<file path="src/rtl/sumador_pkg.sv">
`default_nettype none
// ============================================================================
//  Module      : sumador_pkg
//  Description : Shared definitions for the sumador scheduler: state codes,
//                adder tag field positions and datapath defaults.
//  Revision    : 1.0 - initial release
// ============================================================================
package sumador_pkg;

  localparam int WIDTH_DEF  = 4;
  localparam int LAT_DEF    = 2;
  localparam int MAXFLY_DEF = 3;

  localparam logic [1:0] ST_IDLE  = 2'd0;
  localparam logic [1:0] ST_BUSY  = 2'd1;
  localparam logic [1:0] ST_DRAIN = 2'd2;

  // Tag layout on idx / idx_dd
  localparam int IDX_V      = 3;
  localparam int IDX_ID     = 2;
  localparam int IDX_SEQ_HI = 1;
  localparam int IDX_SEQ_LO = 0;

  // Build a live tag for requester id carrying sequence number seq
  function automatic logic [3:0] make_idx(input logic id, input logic [1:0] seq);
    return {1'b1, id, seq};
  endfunction

endpackage
`default_nettype wire

</file>
<file path="src/rtl/sumador_rr_arb.sv">
`default_nettype none
// ============================================================================
//  Module      : sumador_rr_arb
//  Description : Two-way round-robin arbiter. When both requesters are valid
//                the one not granted last wins; the pointer only moves when
//                a grant is actually issued.
//  Revision    : 1.0 - initial release
// ============================================================================
module sumador_rr_arb
  import sumador_pkg::*;
(
  input  logic       clk,
  input  logic       reset_L,
  input  logic       en,
  input  logic [1:0] valid,
  output logic [1:0] grant
);

  // prio_q holds the requester id that wins a tie
  logic prio_q;
  logic prio_d;

  // Grant at most one valid requester while enabled
  always_comb begin
    grant = 2'b00;
    if (en) begin
      if (valid == 2'b11) begin
        grant = prio_q ? 2'b10 : 2'b01;
      end else begin
        grant = valid;
      end
    end
  end

  // After a grant, the other requester becomes preferred
  always_comb begin
    prio_d = prio_q;
    if (grant != 2'b00) begin
      prio_d = ~grant[1];
    end
  end

  // Pointer register; requester 0 preferred out of reset
  always_ff @(posedge clk or negedge reset_L) begin
    if (!reset_L) begin
      prio_q <= 1'b0;
    end else begin
      prio_q <= prio_d;
    end
  end

endmodule
`default_nettype wire

</file>
<file path="src/rtl/sumador_sched.sv">
`default_nettype none
// ============================================================================
//  Module      : sumador_sched
//  Description : Shares one pipelined adder between two requesters. Operand
//                pairs are tagged {valid, id, seq}, sent to the adder, and the
//                returning tag routes each sum back to its requester. A drain
//                level stops new issue and pulses drain_done once empty.
//  Revision    : 1.0 - initial release
// ============================================================================
module sumador_sched
  import sumador_pkg::*;
#(
  parameter int WIDTH  = WIDTH_DEF,
  parameter int LAT    = LAT_DEF,
  parameter int MAXFLY = MAXFLY_DEF
) (
  input  logic             clk,
  input  logic             reset_L,
  input  logic             req0_valid,
  input  logic [WIDTH-1:0] req0_dataA,
  input  logic [WIDTH-1:0] req0_dataB,
  output logic             req0_ready,
  input  logic             req1_valid,
  input  logic [WIDTH-1:0] req1_dataA,
  input  logic [WIDTH-1:0] req1_dataB,
  output logic             req1_ready,
  input  logic             drain_req,
  output logic             drain_done,
  output logic [WIDTH-1:0] dataA,
  output logic [WIDTH-1:0] dataB,
  output logic [3:0]       idx,
  input  logic [WIDTH-1:0] sum30_dd,
  input  logic [3:0]       idx_dd,
  output logic             resp0_valid,
  output logic             resp1_valid,
  output logic [WIDTH-1:0] resp_sum,
  output logic [1:0]       resp_seq
);

  localparam int CNT_W   = $clog2(MAXFLY + 1);
  localparam int FLUSH_W = $clog2(LAT + 1);
  localparam logic [CNT_W-1:0]   MAXFLY_C = CNT_W'(MAXFLY);
  localparam logic [FLUSH_W-1:0] LAT_C    = FLUSH_W'(LAT);

  logic [1:0]         state_q, state_d;
  logic [CNT_W-1:0]   inflight_q, inflight_d;
  logic [FLUSH_W-1:0] flush_q, flush_d;
  logic [1:0]         seq0_q, seq0_d;
  logic [1:0]         seq1_q, seq1_d;
  logic [WIDTH-1:0]   data_a_q, data_a_d;
  logic [WIDTH-1:0]   data_b_q, data_b_d;
  logic [3:0]         idx_q, idx_d;
  logic               resp0_valid_q, resp0_valid_d;
  logic               resp1_valid_q, resp1_valid_d;
  logic [WIDTH-1:0]   resp_sum_q, resp_sum_d;
  logic [1:0]         resp_seq_q, resp_seq_d;
  logic               drain_done_q, drain_done_d;
  logic               drained_q, drained_d;

  logic       can_issue;
  logic [1:0] grant;
  logic       issue;
  logic       gid;
  logic [1:0] cur_seq;
  logic       ret;
  logic       dec;

  sumador_rr_arb u_arb (
    .clk     (clk),
    .reset_L (reset_L),
    .en      (can_issue),
    .valid   ({req1_valid, req0_valid}),
    .grant   (grant)
  );

  assign issue = |grant;
  assign gid   = grant[1];

  // FSM state register
  always_ff @(posedge clk or negedge reset_L) begin
    if (!reset_L) begin
      state_q <= ST_IDLE;
    end else begin
      state_q <= state_d;
    end
  end

  // FSM next state; drained_q stops re-entering DRAIN while the same drain level is held
  always_comb begin
    state_d = state_q;
    case (state_q)
      ST_IDLE, ST_BUSY: begin
        if (drain_req && !drained_q) begin
          state_d = ST_DRAIN;
        end else begin
          state_d = (inflight_d != '0) ? ST_BUSY : ST_IDLE;
        end
      end
      ST_DRAIN: begin
        if (inflight_q == '0) begin
          state_d = ST_IDLE;
        end else if (!drain_req) begin
          state_d = ST_BUSY;
        end
      end
      default: state_d = ST_IDLE;
    endcase
  end

  // FSM outputs: issue enable and the drain-complete pulse
  always_comb begin
    can_issue    = reset_L && !drain_req && (inflight_q < MAXFLY_C) &&
                   ((state_q == ST_IDLE) || (state_q == ST_BUSY));
    drain_done_d = (state_q == ST_DRAIN) && (inflight_q == '0);
    drained_d    = drain_req && (drained_q || drain_done_d);
  end

  // Datapath: issue registers, sequence counters, in-flight count and return routing.
  // For LAT cycles after reset the returning tags belong to discarded work, so they are ignored.
  always_comb begin
    ret = idx_dd[IDX_V] && (flush_q == '0);
    dec = ret && (inflight_q != '0);

    inflight_d = inflight_q;
    if (issue && !dec) begin
      inflight_d = inflight_q + CNT_W'(1);
    end else if (!issue && dec) begin
      inflight_d = inflight_q - CNT_W'(1);
    end

    flush_d = (flush_q != '0) ? (flush_q - FLUSH_W'(1)) : flush_q;

    cur_seq = gid ? seq1_q : seq0_q;
    seq0_d  = seq0_q;
    seq1_d  = seq1_q;
    if (issue && !gid) seq0_d = seq0_q + 2'd1;
    if (issue &&  gid) seq1_d = seq1_q + 2'd1;

    data_a_d = data_a_q;
    data_b_d = data_b_q;
    idx_d    = 4'b0000;
    if (issue) begin
      data_a_d = gid ? req1_dataA : req0_dataA;
      data_b_d = gid ? req1_dataB : req0_dataB;
      idx_d    = make_idx(gid, cur_seq);
    end

    resp0_valid_d = ret && !idx_dd[IDX_ID];
    resp1_valid_d = ret &&  idx_dd[IDX_ID];
    resp_sum_d    = ret ? sum30_dd : resp_sum_q;
    resp_seq_d    = ret ? idx_dd[IDX_SEQ_HI:IDX_SEQ_LO] : resp_seq_q;
  end

  // Datapath registers
  always_ff @(posedge clk or negedge reset_L) begin
    if (!reset_L) begin
      inflight_q    <= '0;
      flush_q       <= LAT_C;
      seq0_q        <= 2'd0;
      seq1_q        <= 2'd0;
      data_a_q      <= '0;
      data_b_q      <= '0;
      idx_q         <= 4'b0000;
      resp0_valid_q <= 1'b0;
      resp1_valid_q <= 1'b0;
      resp_sum_q    <= '0;
      resp_seq_q    <= 2'd0;
      drain_done_q  <= 1'b0;
      drained_q     <= 1'b0;
    end else begin
      inflight_q    <= inflight_d;
      flush_q       <= flush_d;
      seq0_q        <= seq0_d;
      seq1_q        <= seq1_d;
      data_a_q      <= data_a_d;
      data_b_q      <= data_b_d;
      idx_q         <= idx_d;
      resp0_valid_q <= resp0_valid_d;
      resp1_valid_q <= resp1_valid_d;
      resp_sum_q    <= resp_sum_d;
      resp_seq_q    <= resp_seq_d;
      drain_done_q  <= drain_done_d;
      drained_q     <= drained_d;
    end
  end

  assign req0_ready  = grant[0];
  assign req1_ready  = grant[1];
  assign dataA       = data_a_q;
  assign dataB       = data_b_q;
  assign idx         = idx_q;
  assign resp0_valid = resp0_valid_q;
  assign resp1_valid = resp1_valid_q;
  assign resp_sum    = resp_sum_q;
  assign resp_seq    = resp_seq_q;
  assign drain_done  = drain_done_q;

endmodule
`default_nettype wire
</file>
<file path="config.mk">
export PLATFORM = sky130hd
export DESIGN_NAME = sumador_sched
export DESIGN_NICKNAME = d
export VERILOG_FILES = /design/src/rtl/sumador_pkg.sv /design/src/rtl/sumador_rr_arb.sv /design/src/rtl/sumador_sched.sv
export SDC_FILE = /design/constraint.sdc
export NUM_CORES = 1
export LEC_CHECK = 0
export CAP_MARGIN = 30
export CORE_MARGIN = 1
export CORE_UTILIZATION = 35
export DETAILED_ROUTE_END_ITERATION = 8
export GPL_TIMING_DRIVEN = 0
export PLACE_DENSITY = 0.66
export SYNTH_ARGS = -nofsm -noshare
export SYNTH_HDL_FRONTEND = slang
export SYNTH_SLANG_ARGS = --single-unit
export TNS_END_PERCENT = 100
</file>
<file path="constraint.sdc">
create_clock -name clk -period 4.1 [get_ports clk]
set_input_delay 0.615 -clock clk [delete_from_list [all_inputs] [get_ports clk]]
set_output_delay 0.615 -clock clk [all_outputs]
set_load 0.01 [all_outputs]
</file>
## Word-level counts from Yosys, hierarchy flattened

Index checks and enable logic that the tools add are counted.

- Flip-flop bits (word level): 33
- Output and inout port bits: 23
- Logic and storage cells: 71

- Add/subtract/negate cells: 5
- $lt $le $gt $ge: 1
- Equality and inequality tests: 4
- Mux-type cells: 14
- Bitwise logic cells: 1
- Reductions and logical operators: 31

Operators by type and width:

| cell | number |
|---|---|
| $mux W2 | 9 |
| $logic_and A1 B1 Y1 | 14 |
| $mux W4 | 3 |
| $reduce_bool A2 Y1 | 4 |
| $add A2 B1 Y2 const B | 3 |
| $logic_not A1 Y1 | 6 |
| $logic_not A2 Y1 | 3 |
| $eq A2 B2 Y1 const B | 2 |
| $pmux W2 S2 | 1 |
| $reduce_or A2 Y1 | 2 |
| $sub A2 B1 Y2 const B | 2 |
| $ne A3 B3 Y1 const B | 1 |
| $eq A2 B1 Y1 const B | 1 |
| $logic_or A1 B1 Y1 | 2 |
| $lt A2 B2 Y1 const B | 1 |
| $mux W1 | 1 |
| $not A1 Y1 | 1 |

## Depth between registers and ports, before layout

Gate-level depths: netlist (run 1).

- Depth in word-level cells: 14
- Depth in mapped cells: 7

## Hierarchy

Synthesis (run 1) repeated with hierarchy kept, for this count alone.

- Cell total of the unflattened synthesis: 119
- Area total of the unflattened synthesis: 1403.8 sq um

Modules (own cells, without submodules):

| module | instances | cells an instance | area an instance (sq um) |
|---|---|---|---|
| sumador_sched | 1 | 111 | 1342.5 |
| sumador_rr_arb | 1 | 8 | 61.3 |

## Worst setup path after synthesis (run 1)

OpenSTA, ideal clock, no wires.

- Kind: register -> output
- From: reg inflight_q[0]
- To: out req1_ready
- Arrival time: 1371 ps
- Required time: 3485 ps
- Slack: 2114 ps
- Cell stages (with the launch flop): 6
- Path through: dfrtp_1 -> ha_1 -> nor4b_4 -> nand3_1 -> inv_2 -> buf_4

- Cells in the longest elaborated chain, start to end: 4

Ends and longest elaborated chain:

| element | line | source |
|---|---|---|
| from (decl) | sumador_sched.sv:46 | `logic [CNT_W-1:0] inflight_q, inflight_d;` |
| from (signal assigned) | sumador_sched.sv:171 | `inflight_q <= inflight_d;` |
| $lt A2 B2 Y1 | sumador_sched.sv:112 | `can_issue = reset_L && !drain_req && (inflight_q < MAXFLY_C) &&` |
| $logic_and A1 B1 Y1 (2 in series) | sumador_sched.sv:112 |  |
| $mux W2 | sumador_rr_arb.sv:26 | `if (en) begin` |
| to (decl) | sumador_sched.sv:26 | `output logic req1_ready,` |

Every way passes these cells.

## Final worst setup path (run 1)

- From: in reset_L
- To: out req1_ready

- Cells in the longest elaborated chain, start to end: 4

Ends and longest elaborated chain:

| element | line | source |
|---|---|---|
| from (decl) | sumador_sched.sv:18 | `input logic reset_L,` |
| $logic_and A1 B1 Y1 (3 in series) | sumador_sched.sv:112 |  |
| $mux W2 | sumador_rr_arb.sv:26 |  |

Every way passes these cells.

==> qor.yml, run 1 <==
critical_path:
  crit_chain: "buf_2 -> nor4b_4 -> nand3_1 -> inv_2 -> buf_4 -> clkdlybuf4s50_1"
  path_depth: 6
  required_ps: 3480
  crit_fanout: 34
  crit_type: "in -> out"
  r2r_cells: 6
  crit_path_start: "reset_L"
  reg2reg_to: "dataA[1]"
  regToRegSetupSlack_ps: 2180
  cp-end-kind: "primary output"
  path_buf_inv: 4
  cp_slowest_stage_delay_ps: 560
  crit_arrival_ps: 2630
  r2r-start: "inflight_q[0]"
  cpLargestDelayFamily: "buffers and inverters"
  worst_path_max_delay_cell: "buf_2"
  endpoint: "req1_ready"
  worstSetupStartpointType: "input pin"
global_route:
  grt_pass1_vias: 1242
  antenna_found_initial: 0
  grt_pass1_wl_um: 5350
  grt_max_degree: 35
  grt_remaining_overflow: 0
  grt.total_usage_pct: 16.3
sta:
  maxSlewHeadroom_pct: 51.9
  tns_ps: 0
  period_minus_slack_ps: 3240
  finClkSkew_ps: 11.7
  setup_viol: 0
  worstMarginPinSlew_ps: 721
  finalCritPeriodShare_pct: 79.0
  rsz0062_at_grt: "no"
  fmax_mhz: 309
  finalMaxSlewViolations: 0
  hold_viol: 0
yosys:
  syn_inst: 130
  ys.flop_type: "dfrtp_1"
  synth_edf_count: 0
  yosysSeqAreaShare_pct: 56.8
  yosysWarningCount: 0
  synthArstFlopShare_pct: 100
  synth_cell_types: 41
  synthesis.nets: 162
  avgSynthCellArea_sq_um: 11.2
  ys_ff_latch: 33
  syn_area_sq_mm: 0.00146
pwr:
  power.leakage_nw: 0.940
  switching_power_mw: 0.353
  power_frac_seq_pct: 42.8
  p_clk_share_pct: 22.0
  total_power_mw: 1.15
  switching_share_pct: 30.8
  p_per_area_mw_per_mm2: 541
  ir_drop_v: 0.000284
  combPwrFrac_pct: 35.1
  intPower_mw: 0.793
layout:
  nNetsFinal: 220
  fillers: 341
  mostFrequentLayoutCells: "50 x clkdlybuf4s50_1, 32 x dfrtp_1, 23 x nand2_1"
  layout_commonest_cell: "clkdlybuf4s50_1"
  area_growth_pct: 45.5
  antenna_cells: 0
  drive_above_1_share_pct: 13.8
placed_design:
  hpwl_um: 2240
  place.gp.congestion: 0.767
  io_buffers: 51
run_status:
  status: "complete, no violations"
clock_tree:
  clock_path_buffers: 2
  cts_sinks: 33
  cts_made_buffers: 5
  ctsHtreeMaxLevel: 2
  clk_latency_ps: 280
  cts_tree: "done"
  cts.clk_slew.worst_paths_ps: 70
  ctsHoldBuffers: 0
  post_cts_buffers: 0
  root_buffer: "clkbuf_8"
  postCtsResizedCells: 0
die:
  ios: 52
  row_count: 23
  core_sq_mm: 0.00400
  start_util_pct: 36.4
  die_area_sq_mm: 0.00442
  fp.dieW_um: 66.5
  dieHeight_um: 66.5
detailed_routing:
  dr.pass1.iters: 4
  avgViaCountPerCell: 4.75
  wl_per_cell_um: 12.4
  ant_nets: 0
  drtIter0Drc: 48
  drc: 0
  drt-total-wl_um: 2970
  via_count: 1135
run:
  drv_cap: 0
min_path:
  hold_path_class: "in -> async"
## stage by stage
stage          std cells  area (sq um)  utilization, %  hold slack [ps]  setup slack (ps)
2_1_floorplan        130          1460               -              319              2110
3_3_place_gp         231          2030            50.7              454              -185
3_5_place_dp         231          2020            50.6              464               771
4_1_cts              239          2120            52.9              407               778
5_1_grt              239          2120            52.9              453               588
6_report             239          2120            52.9              382               859
## worst register-to-register path: cells and delay by family (launching register included)
| family | cells | cell delay (ps) |
|---|---|---|
| flops | 1 | 430 |
| compound gates | 1 | 90 |
| buf+inv | 1 | 290 |
| simple gates | 3 | 740 |
| fa+ha+maj | 1 | 260 |
## registers in the layout (all words and copies together), names as in the netlist, 4 cells and up
register  cells
resp_sum      4
dataB         4
idx           4
dataA         4
## cell families after synthesis
kind of cell    after synthesis  synth area share [%]
xor+xnor                      6                  3.61
simple gates                 48                  17.0
fa+ha+maj                     3                  2.58
compound gates               20                  9.89
buf+inv                      13                  4.73
flops                        33                  56.8
mux                           7                  5.33
## power groups by stage
| stage | Clock (mW) | Combinational, mW | Sequential (mW) |
|---|---|---|---|
| 6_report | 0.252 | 0.403 | 0.491 |
| 3_3_place_gp | 0 | 0.396 | 0.491 |
| 3_5_place_dp | 0 | 0.407 | 0.496 |
| 2_1_floorplan | 0 | 0.201 | 0.511 |
| 5_1_grt | 0.276 | 0.453 | 0.507 |
| 4_1_cts | 0.258 | 0.409 | 0.493 |
## Yosys cell counts, types with 2 or more instances
cell,instances,area (sq um)
a21oi_1,2,10.0
inv_1,6,22.5
buf_6,2,22.5
nand2_1,23,86.3
dfrtp_1,32,801
and3b_1,2,17.5
mux2_2,6,67.6
nand3_1,2,10.0
clkbuf_1,2,7.51
a31oi_1,8,50.1
xnor2_1,5,43.8
nor2_1,9,33.8
ha_1,3,37.5
## cell type report
class	instances	area, sq um	area share, %
flip-flops and latches	33	827	39.1
multi-input cells	84	559	26.4
repair buffers	51	505	23.9
clock buffers	7	86.3	4.08
well taps	50	62.6	2.96
plain buffers	6	42.5	2.01
inverters	7	26.3	1.24
clock inverters	1	7.51	0.355
## metal layers
metal	global-route usage, %	up-vias	share of wire (%)
li1	-	553	-
met1	20.2	530	46
met2	25.6	50	46
met3	5.31	2	8.2
met4	7.18	0	0.34
met5	0	-	0
## worst min path at each step
stage	from	endpoint	slack (ps)	cells after the start
final	reset_L	resp_sum[2]	380	1
after global routing	reset_L	u_arb.prio_q	450	1
after CTS	reset_L	resp_sum[1]	410	1
after detailed placement	seq0_q[0]	seq0_q[0]	460	1
after global placement	seq0_q[0]	seq0_q[0]	450	1
after floorplan	reset_L	dataA[0]	320	0
Power figures use the tool's default switching activity.
==> inputs of run 2 (changes only) <==
==> constraint.sdc (replaced) <==
create_clock -name clk -period 3.02 [get_ports clk]
set_input_delay 0.453 -clock clk [delete_from_list [all_inputs] [get_ports clk]]
set_output_delay 0.453 -clock clk [all_outputs]
set_load 0.01 [all_outputs]
==> run 2 against run 1 <==
  * First-iteration DRC count is 8.3% lower
  * Critical endpoint unchanged
  * Largest power group unchanged
  * Cell area up 0.12%
  * Critical path type unchanged
  * Highest routed layer unchanged
  * Sequential power is 36% higher
  * Critical path depth unchanged
  * Hold slack lost 250 ps
==> qor.yml, run 2 (synthesis results as in run 1) <==
detailed_routing:
  wl_per_cell_um: 12.4  # -0.10%
  drc: 0  # unchanged
  dr.pass1.iters: 4  # unchanged
  via_count: 1127  # -0.70%
  drt-total-wl_um: 2970  # -0.10%
  drtIter0Drc: 44  # -8.3%
  ant_nets: 0  # unchanged
  avgViaCountPerCell: 4.72  # -0.70%
sta:
  finClkSkew_ps: 11.9  # +0.148 ps
  worstMarginPinSlew_ps: 476  # -245 ps
  finalCritPeriodShare_pct: 94.6
  period_minus_slack_ps: 2860
  finalMaxSlewViolations: 0  # unchanged
  setup_viol: 0  # unchanged
  fmax_mhz: 350
  hold_viol: 0  # unchanged
  maxSlewHeadroom_pct: 68.3  # +16 points
  rsz0062_at_grt: "no"
placed_design:
  place_area_sq_mm: 0.00202  # unchanged
  place.gp.congestion: 0.767  # unchanged
  hpwl_um: 2240  # unchanged
  place_inst: 231  # unchanged
  io_buffers: 51  # unchanged
die:
  die_area_sq_mm: 0.00442  # unchanged
  dieHeight_um: 66.5  # unchanged
  row_count: 23  # unchanged
  fp.dieW_um: 66.5  # unchanged
  start_util_pct: 36.4  # unchanged
  core_sq_mm: 0.00400  # unchanged
  ios: 52  # unchanged
critical_path:
  crit_fanout: 10  # -71%
  regToRegSetupSlack_ps: 1100  # -1080 ps
  worstSetupStartpointType: "input pin"
  cp-end-kind: "primary output"
  crit_arrival_ps: 2400  # -230 ps
  r2r-start: "inflight_q[0]"
  r2r_cells: 6  # unchanged
  crit_type: "in -> out"
  reg2reg_to: "dataA[1]"
  required_ps: 2570  # -910 ps
layout:
  layout_commonest_cell: "clkdlybuf4s50_1"
  antenna_cells: 0  # unchanged
  nNetsFinal: 220  # unchanged
  design_area_sq_mm: 0.00212  # +0.12%
  area_growth_pct: 45.7
  fin_cells: 239  # unchanged
  drive_above_1_share_pct: 13.8  # unchanged
  mostFrequentLayoutCells: "50 x clkdlybuf4s50_1, 32 x dfrtp_1, 23 x nand2_1"
clock_tree:
  ctsHtreeMaxLevel: 2  # unchanged
  clock_path_buffers: 2  # unchanged
  cts_sinks: 33  # unchanged
  cts_tree: "done"
  post_cts_buffers: 0  # unchanged
  clk_latency_ps: 280  # about the same
  cts.clk_slew.worst_paths_ps: 70  # about the same
  root_buffer: "clkbuf_8"
  cts_made_buffers: 5  # unchanged
pwr:
  p_per_area_mw_per_mm2: 734  # +36%
  power.leakage_nw: 0.941  # about the same
  ir_drop_v: 0.000385  # +36%
run:
  drv_cap: 0  # unchanged
global_route:
  antenna_found_initial: 0  # unchanged
  grt_remaining_overflow: 0  # unchanged
  grt_pass1_wl_um: 5350  # unchanged
  grt.total_usage_pct: 16.3  # unchanged
  grt_pass1_vias: 1242  # unchanged
  grt_max_degree: 35  # unchanged
run_status:
  status: "complete, no violations"
min_path:
  hold_path_class: "in -> async"
==> run 2: cell count changes in the layout (fill, tap and decap cells not counted), sizes merged <==
| cell | previous run | this run |
|---|---|---|
| clkbuf | 9 | 10 |
| buf | 5 | 4 |
==> run 2: per-stage QoR <==
stage | setup TNS (ps) | power [mW] | worst slack [ps] | hold WS [ps] | util [%]
floorplan | 0 | 0.967 | 1200 | 157 | -
global placement | -5920 | 1.20 | -941 | 454 | 50.7
detailed placement | 0 | 1.23 | 15.0 | 464 | 50.6
CTS | 0 | 1.57 | 22.2 | 245 | 52.9
global route | 0 | 1.68 | 32.5 | 171 | 53.0
finish | 0 | 1.56 | 164 | 136 | 53.0
==> run 2: final cells by class <==
| class | instances | area, sq um |
|---|---|---|
| clock inverters | 1 | 7.51 |
| well taps | 50 | 62.6 |
| fillers | 342 | 1880 |
| flip-flops and latches | 33 | 827 |
| plain buffers | 6 | 42.5 |
| inverters | 7 | 26.3 |
| clock buffers | 7 | 86.3 |
| multi-input cells | 84 | 559 |
| repair buffers | 51 | 508 |
==> run 2: worst max-delay path by stage <==
| stage | endpoint | slack (ps) | cells past startpoint | startpoint |
|---|---|---|---|---|
| after floorplan | req1_ready | 1200 | 5 | inflight_q[0] |
| after global placement | req1_ready | -940 | 6 | reset_L |
| after detailed placement | req1_ready | 10 | 6 | reset_L |
| after CTS | req1_ready | 20 | 6 | reset_L |
| after global routing | req1_ready | 30 | 6 | drain_req |
| final | req1_ready | 160 | 6 | drain_req |
==> run 2: report_power, final <==
part,total [mW],switching (mW),leakage [nW],internal [mW]
Sequential,0.666,0.0911,0.398,0.575
Combinational,0.548,0.231,0.498,0.317
Clock,0.342,0.157,0.0445,0.185
==> run 2: repair_timing <==
action | 4_1_cts | 5_1_grt
endpoints found under the setup margin | 0 | 2
endpoints found under the hold margin | 0 | 0
hold buffers | 0 | 0
gates resized for setup | 0 | 1
==> run 2: layer usage <==
metal  vias up  track usage, %  part of all wire (%)
met5         -               0                     0
met4         0            7.18                  0.88
met3         4            5.31                   7.7
met2        45            25.6                    45
met1       525            20.2                    47
li1        553               -                     -
==> run 2: critical path, stage by stage <==
cell and delay, ps:
clkdlybuf4s50_1 510, nor4b_4 450, nand3_1 200, inv_2 90, buf_4 160, clkdlybuf4s50_1 540
